**src/rtl/bldc_pkg.sv**
```systemverilog
// Shared types and constants for the BLDC dead-time gate driver.
package bldc_pkg;

    typedef enum logic [1:0] {
        StOff,
        StHi,
        StLo,
        StDead
    } phase_state_e;

    localparam int unsigned CntWidth      = 16;
    localparam int unsigned DefaultPhases = 3;

endpackage

```
**src/rtl/bldc_deadtime_if.sv**
```systemverilog
// Request/gate/fault bundle between the PWM stage (master) and the dead-time block (slave).
interface bldc_deadtime_if #(
    parameter int unsigned PHASES = bldc_pkg::DefaultPhases
) ();

    logic              enable;
    logic [PHASES-1:0] req_p;
    logic [PHASES-1:0] req_n;
    logic [PHASES-1:0] gate_p;
    logic [PHASES-1:0] gate_n;
    logic              fault;
    logic              fault_clr;
    logic [PHASES-1:0] fault_phase;

    modport master (
        output enable, req_p, req_n, fault_clr,
        input  gate_p, gate_n, fault, fault_phase
    );

    modport slave (
        input  enable, req_p, req_n, fault_clr,
        output gate_p, gate_n, fault, fault_phase
    );

endinterface

```
**src/rtl/bldc_deadtime_phase.sv**
```systemverilog
// One half-bridge: OFF/HI/LO/DEAD state machine with a dead-time down-counter and
// registered gate outputs.
module bldc_deadtime_phase
    import bldc_pkg::*;
#(
    parameter int unsigned DEADTIME = 50
) (
    input  logic clk,
    input  logic rst_n,
    input  logic enable,
    input  logic req_p,
    input  logic req_n,
    output logic gate_p,
    output logic gate_n
);

    localparam logic [CntWidth-1:0] Reload = CntWidth'(DEADTIME - 1);

    phase_state_e        state_q, state_d;
    logic [CntWidth-1:0] cnt_q, cnt_d;
    logic                gate_p_q, gate_p_d;
    logic                gate_n_q, gate_n_d;
    logic                req_hi, req_lo;
    phase_state_e        off_next;

    always_comb begin
        // Both sides requested at once counts as no request.
        req_hi   = req_p & ~req_n;
        req_lo   = req_n & ~req_p;
        off_next = StOff;
        if (enable && req_hi) begin
            off_next = StHi;
        end else if (enable && req_lo) begin
            off_next = StLo;
        end

        state_d = state_q;
        cnt_d   = cnt_q;
        case (state_q)
            StOff: state_d = off_next;
            StHi: begin
                if (!(enable && req_hi)) begin
                    state_d = StDead;
                    cnt_d   = Reload;
                end
            end
            StLo: begin
                if (!(enable && req_lo)) begin
                    state_d = StDead;
                    cnt_d   = Reload;
                end
            end
            StDead: begin
                if (cnt_q == '0) begin
                    state_d = off_next;
                end else begin
                    cnt_d = cnt_q - CntWidth'(1);
                end
            end
            default: begin
                state_d = StOff;
                cnt_d   = '0;
            end
        endcase

        gate_p_d = (state_d == StHi);
        gate_n_d = (state_d == StLo);
    end

    always_ff @(posedge clk or negedge rst_n) begin
        if (!rst_n) begin
            state_q  <= StOff;
            cnt_q    <= '0;
            gate_p_q <= 1'b0;
            gate_n_q <= 1'b0;
        end else begin
            state_q  <= state_d;
            cnt_q    <= cnt_d;
            gate_p_q <= gate_p_d;
            gate_n_q <= gate_n_d;
        end
    end

    assign gate_p = gate_p_q;
    assign gate_n = gate_n_q;

endmodule

```
**src/rtl/bldc_deadtime.sv**
```systemverilog
// Multi-phase BLDC dead-time inserter with shoot-through detection.
// Optional DEADTIME_FAULT_LATCH_EN: sticky fault_phase cleared by fault_clr; fault disables gates.
module bldc_deadtime
    import bldc_pkg::*;
#(
    parameter int unsigned DEADTIME = 50,
    parameter int unsigned PHASES   = DefaultPhases
) (
    input  logic            clk,
    input  logic            rst_n,
    bldc_deadtime_if.slave  bus
);

    logic [PHASES-1:0] shoot;
    logic [PHASES-1:0] gate_p;
    logic [PHASES-1:0] gate_n;
    logic [PHASES-1:0] fault_phase_q, fault_phase_d;
    logic              fault_q, fault_d;
    logic              phase_en;

`ifdef DEADTIME_FAULT_LATCH_EN
    assign phase_en = bus.enable & ~fault_q;

    // A fresh shoot-through wins over a simultaneous clear.
    always_comb begin
        fault_phase_d = (fault_phase_q & {PHASES{~bus.fault_clr}}) | shoot;
        fault_d       = |fault_phase_d;
    end
`else
    logic unused_fault_clr;
    assign unused_fault_clr = bus.fault_clr;
    assign phase_en         = bus.enable;

    always_comb begin
        fault_phase_d = shoot;
        fault_d       = |fault_phase_d;
    end
`endif

    for (genvar i = 0; i < PHASES; i++) begin : g_phase
        assign shoot[i] = bus.req_p[i] & bus.req_n[i];

        bldc_deadtime_phase #(
            .DEADTIME (DEADTIME)
        ) u_phase (
            .clk    (clk),
            .rst_n  (rst_n),
            .enable (phase_en),
            .req_p  (bus.req_p[i]),
            .req_n  (bus.req_n[i]),
            .gate_p (gate_p[i]),
            .gate_n (gate_n[i])
        );
    end

    always_ff @(posedge clk or negedge rst_n) begin
        if (!rst_n) begin
            fault_phase_q <= '0;
            fault_q       <= 1'b0;
        end else begin
            fault_phase_q <= fault_phase_d;
            fault_q       <= fault_d;
        end
    end

    assign bus.gate_p      = gate_p;
    assign bus.gate_n      = gate_n;
    assign bus.fault       = fault_q;
    assign bus.fault_phase = fault_phase_q;

endmodule

```
**src/flat_wrapper.sv**
```systemverilog
// flat-port wrapper written by rule: the top's interface ports become plain ports
module bldc_deadtime_flat import bldc_pkg::*;
#(
    parameter int unsigned DEADTIME = 50,
    parameter int unsigned PHASES   = DefaultPhases
)
  (clk, rst_n, bus_enable, bus_req_p, bus_req_n, bus_fault_clr, bus_gate_p, bus_gate_n, bus_fault, bus_fault_phase);
  bldc_deadtime_if #(.PHASES(PHASES)) bus_i ();
  input  logic clk;
  input  logic rst_n;
  input wire logic [$bits(bus_i.enable)-1:0] bus_enable;
  input wire logic [$bits(bus_i.req_p)-1:0] bus_req_p;
  input wire logic [$bits(bus_i.req_n)-1:0] bus_req_n;
  input wire logic [$bits(bus_i.fault_clr)-1:0] bus_fault_clr;
  output wire logic [$bits(bus_i.gate_p)-1:0] bus_gate_p;
  output wire logic [$bits(bus_i.gate_n)-1:0] bus_gate_n;
  output wire logic [$bits(bus_i.fault)-1:0] bus_fault;
  output wire logic [$bits(bus_i.fault_phase)-1:0] bus_fault_phase;
  assign bus_i.enable = bus_enable;
  assign bus_i.req_p = bus_req_p;
  assign bus_i.req_n = bus_req_n;
  assign bus_i.fault_clr = bus_fault_clr;
  assign bus_gate_p = bus_i.gate_p;
  assign bus_gate_n = bus_i.gate_n;
  assign bus_fault = bus_i.fault;
  assign bus_fault_phase = bus_i.fault_phase;
  bldc_deadtime #(.DEADTIME(DEADTIME), .PHASES(PHASES)) u_core (.clk(clk), .rst_n(rst_n), .bus(bus_i));
endmodule
```
**config.mk**
```make
export PLATFORM = sky130hd
export DESIGN_NAME = bldc_deadtime_flat
export DESIGN_NICKNAME = d
export VERILOG_FILES = /design/src/rtl/bldc_pkg.sv /design/src/rtl/bldc_deadtime_if.sv /design/src/rtl/bldc_deadtime_phase.sv /design/src/rtl/bldc_deadtime.sv /design/src/flat_wrapper.sv
export SDC_FILE = /design/constraint.sdc
export NUM_CORES = 1
export LEC_CHECK = 0
export CAP_MARGIN = 20
export CELL_PAD_IN_SITES_DETAIL_PLACEMENT = 1
export CELL_PAD_IN_SITES_GLOBAL_PLACEMENT = 1
export CORE_MARGIN = 5
export CORE_UTILIZATION = 45
export DETAILED_ROUTE_END_ITERATION = 16
export PLACE_DENSITY_LB_ADDON = 0.2
export SLEW_MARGIN = 15
export SYNTH_ARGS = -nofsm -noshare
export SYNTH_HDL_FRONTEND = slang
export SYNTH_SLANG_ARGS = --single-unit
```
**constraint.sdc**
```tcl
create_clock -name clk -period 4.5 [get_ports clk]
set_clock_uncertainty 0.1 [all_clocks]
set_input_delay 0.9 -clock clk [delete_from_list [all_inputs] [get_ports clk]]
set_output_delay 0.9 -clock clk [all_outputs]
set_load 0.05 [all_outputs]
```
==> results.py <==
metrics = {
    "outcome": {
        "status": "finished, final reports clean",
    },
    "synth": {
        "postSynthCellCount": 395,
        "netlist_area_um2": 3590,
        "synthesis.nets": 411,
        "synth.avg_cell_area_um2": 9.09,
        "ys.flop_type": "dfrtp_1",
        "synth.distinct_cells": 60,
        "yosysSeqAreaShare_pct": 44.6,
        "synth-edff-count": 0,
        "synth_warnings": 0,
        "ys_async_sr_fraction_pct": 100,
        "synth-seq-cells": 64,
    },
    "cts": {
        "cts.repair.resized": 0,
        "cts_tree": "done",
        "clock-root-buffer": "clkbuf_8",
        "cts_buffers": 9,
        "clock_latency_ns": 0.36,
        "clock_tree.htree_level_count": 3,
        "clock-sinks": 64,
        "cts.path.max_buffers": 2,
        "path_clk_slew_ns": 0.08,
        "hold_buffers": 0,
        "cts_setup_buffers": 0,
    },
    "die": {
        "die_h_um": 99.3,
        "row_count": 32,
        "initial_core_util_pct": 46.2,
        "die_area_um2": 9870,
        "ios": 20,
        "die_x_um": 99.3,
        "core_um2": 7770,
    },
    "grt": {
        "grtUsageTotal_pct": 19.5,
        "grt_pass1_vias": 3289,
        "antenna_found_initial": 0,
        "overflow": 0,
        "grt_pass1_wl_mm": 15.6,
        "grt_max_degree": 40,
    },
    "drt": {
        "drc_errors": 0,
        "ant_nets": 0,
        "wl_met1_mm": 4.20,
        "dr.pass1.iters": 4,
        "top_layer": "met4",
        "drt_iter0_markers": 129,
        "via_per_inst": 6.10,
        "wl_met3_um": 239,
        "detailroute.wirelength.met2_mm": 4.37,
        "wl_per_cell_um": 17.6,
        "drt-total-wl_mm": 8.97,
        "dr_total_vias": 3109,
    },
    "finish": {
        "final_common_cell": "dfrtp_1",
        "final_cell_mix": "dfrtp_1 (64), nand2_1 (34), o21ai_0 (33)",
        "synthToLayoutAreaGrowth_pct": 11.5,
        "drive_gt1_share_pct": 7.84,
        "instances_no_fill": 510,
        "finalNetCount": 419,
        "diodes": 0,
        "final_area_um2": 4010,
    },
    "pwr": {
        "powerDensity_nw_per_um2": 577,
        "irDropWorstVdd_mv": 0.246,
        "p_leak_nw": 1.63,
    },
    "place": {
        "post_dp_cell_area_um2": 3780,
        "hpwl_mm": 6.29,
        "gp_congestion": 0.816,
        "io_buffer_count": 18,
        "preCtsSetupSlack_ns": 1.02,
        "dpl.cell_count": 494,
    },
    "sta": {
        "worst_pin_slew_ns": 0.895,
        "slew_violations": 0,
        "report.final.hold_viol_count": 0,
        "whs_ns": 0.394,
        "min_period_ns": 3.15,
        "setup_slack_ns": 1.35,
        "clock.fmax_mhz": 318,
        "setup_viol": 0,
        "finalSetupTns_ns": 0,
        "finalCritPeriodShare_pct": 69.9,
        "rsz0062_at_grt": "no",
        "max_slew_margin_pct": 40.3,
    },
    "critical_path": {
        "crit_path_max_fanout": 14,
        "worstSetupPathType": "input port to register",
        "arrival_ns": 3.33,
        "cp.required_ns": 4.68,
        "start_kind": "input port",
        "critPathCaptureType": "register",
    },
    "run": {
        "drv_cap": 0,
    },
    "hold_path": {
        "worstHoldPathType": "register to register",
    },
}
==> cells by family (layout without fill, tap and decap cells) <==
group / count (synthesis) / after routing / synth area share, %
fa+ha+maj: 6 / 6 / 2.09
buf+inv: 35 / 48 / 4.60
simple gates: 169 / 169 / 25.8
compound gates: 113 / 113 / 20.9
flops: 64 / 64 / 44.6
xor+xnor: 8 / 8 / 1.95
==> registers in the layout, indices dropped and copies added, names as in the netlist <==
signal                          flops
u_core.bus.fault                    1
u_core.g_phase.u_phase.gate_p       3
u_core.g_phase.u_phase.gate_n       3
u_core.g_phase.u_phase.cnt_q       48
u_core.g_phase.u_phase.state_q      6
u_core.bus.fault_phase              3
==> cells in the mapped netlist (all sizes together), types with 4 or more instances <==
cell type  count  area, um^2
or2            5        31.3
nand2         34         128
inv           13        48.8
buf            9        66.3
nor4bb         5        50.1
o31ai         14         105
or4            6        48.8
nor4          11        68.8
nand3         18        90.1
nand4          5        31.3
o21ai         36         191
nor2          32         120
dfrtp         64        1600
and2           9        56.3
ha             6        75.1
a21oi         20         100
o211ai         4        35.0
nand2b         5        31.3
nor3          14        70.1
xor2           7        61.3
a31oi         10        62.6
or3           12        80.1
clkbuf        13        50.0
==> power by group <==
group          internal (W)  switching [W]  leakage (nW)
sequential         0.000783       0.000253         0.783
combinational      0.000305       0.000413         0.749
clock              0.000311       0.000248         0.101
total               0.00140       0.000913          1.63
==> area by class of cell <==
cell class | count | area, um^2
Fill cell | 928 | 3760
Multi-Input combinational cell | 296 | 1820
Sequential cell | 64 | 1600
Timing Repair Buffer | 19 | 183
Tap cell | 102 | 128
Clock buffer | 9 | 124
Clock inverter | 7 | 96.3
Inverter | 13 | 48.8
==> stage by stage <==
| stage | power (W) | util (%) |
|---|---|---|
| floorplan | 0.00154 | - |
| global placement | 0.00170 | 48.7 |
| detailed placement | 0.00175 | 48.7 |
| CTS | 0.00232 | 51.6 |
| global route | 0.00248 | 51.6 |
| finish | 0.00231 | 51.6 |
==> critical path: stages <==
cell and delay (ns):
clkdlybuf4s50_1 0.70, nor4bb_1 0.31, or3_1 0.48, a31o_2 0.35
or4_1 0.49, nand3_1 0.09
==> routing by layer <==
layer,vias to the layer above,GRT usage (%)
met5,-,0
li1,1476,-
met1,1578,25.0
met2,42,32.5
met3,13,3.72
met4,0,7.25
==> final timing paths <==
path	startpoint	endpoint	slack, ns	cells past startpoint
setup / recovery	bus_enable	u_core.g_phase[2].u_phase.cnt_q[3]	1.35	6
hold / removal	u_core.g_phase[2].u_phase.cnt_q[11]	u_core.g_phase[2].u_phase.cnt_q[11]	0.39	1
setup reg to reg	u_core.g_phase[0].u_phase.cnt_q[0]	u_core.g_phase[0].u_phase.cnt_q[12]	2.00	7
hold reg to reg	u_core.g_phase[2].u_phase.cnt_q[11]	u_core.g_phase[2].u_phase.cnt_q[11]	0.39	1
max in group asynchronous	rst_n	u_core.g_phase[1].u_phase.cnt_q[6]	2.86	2
min in group asynchronous	rst_n	u_core.g_phase[0].u_phase.gate_p	0.56	1
(Power assumes the default switching activity.)
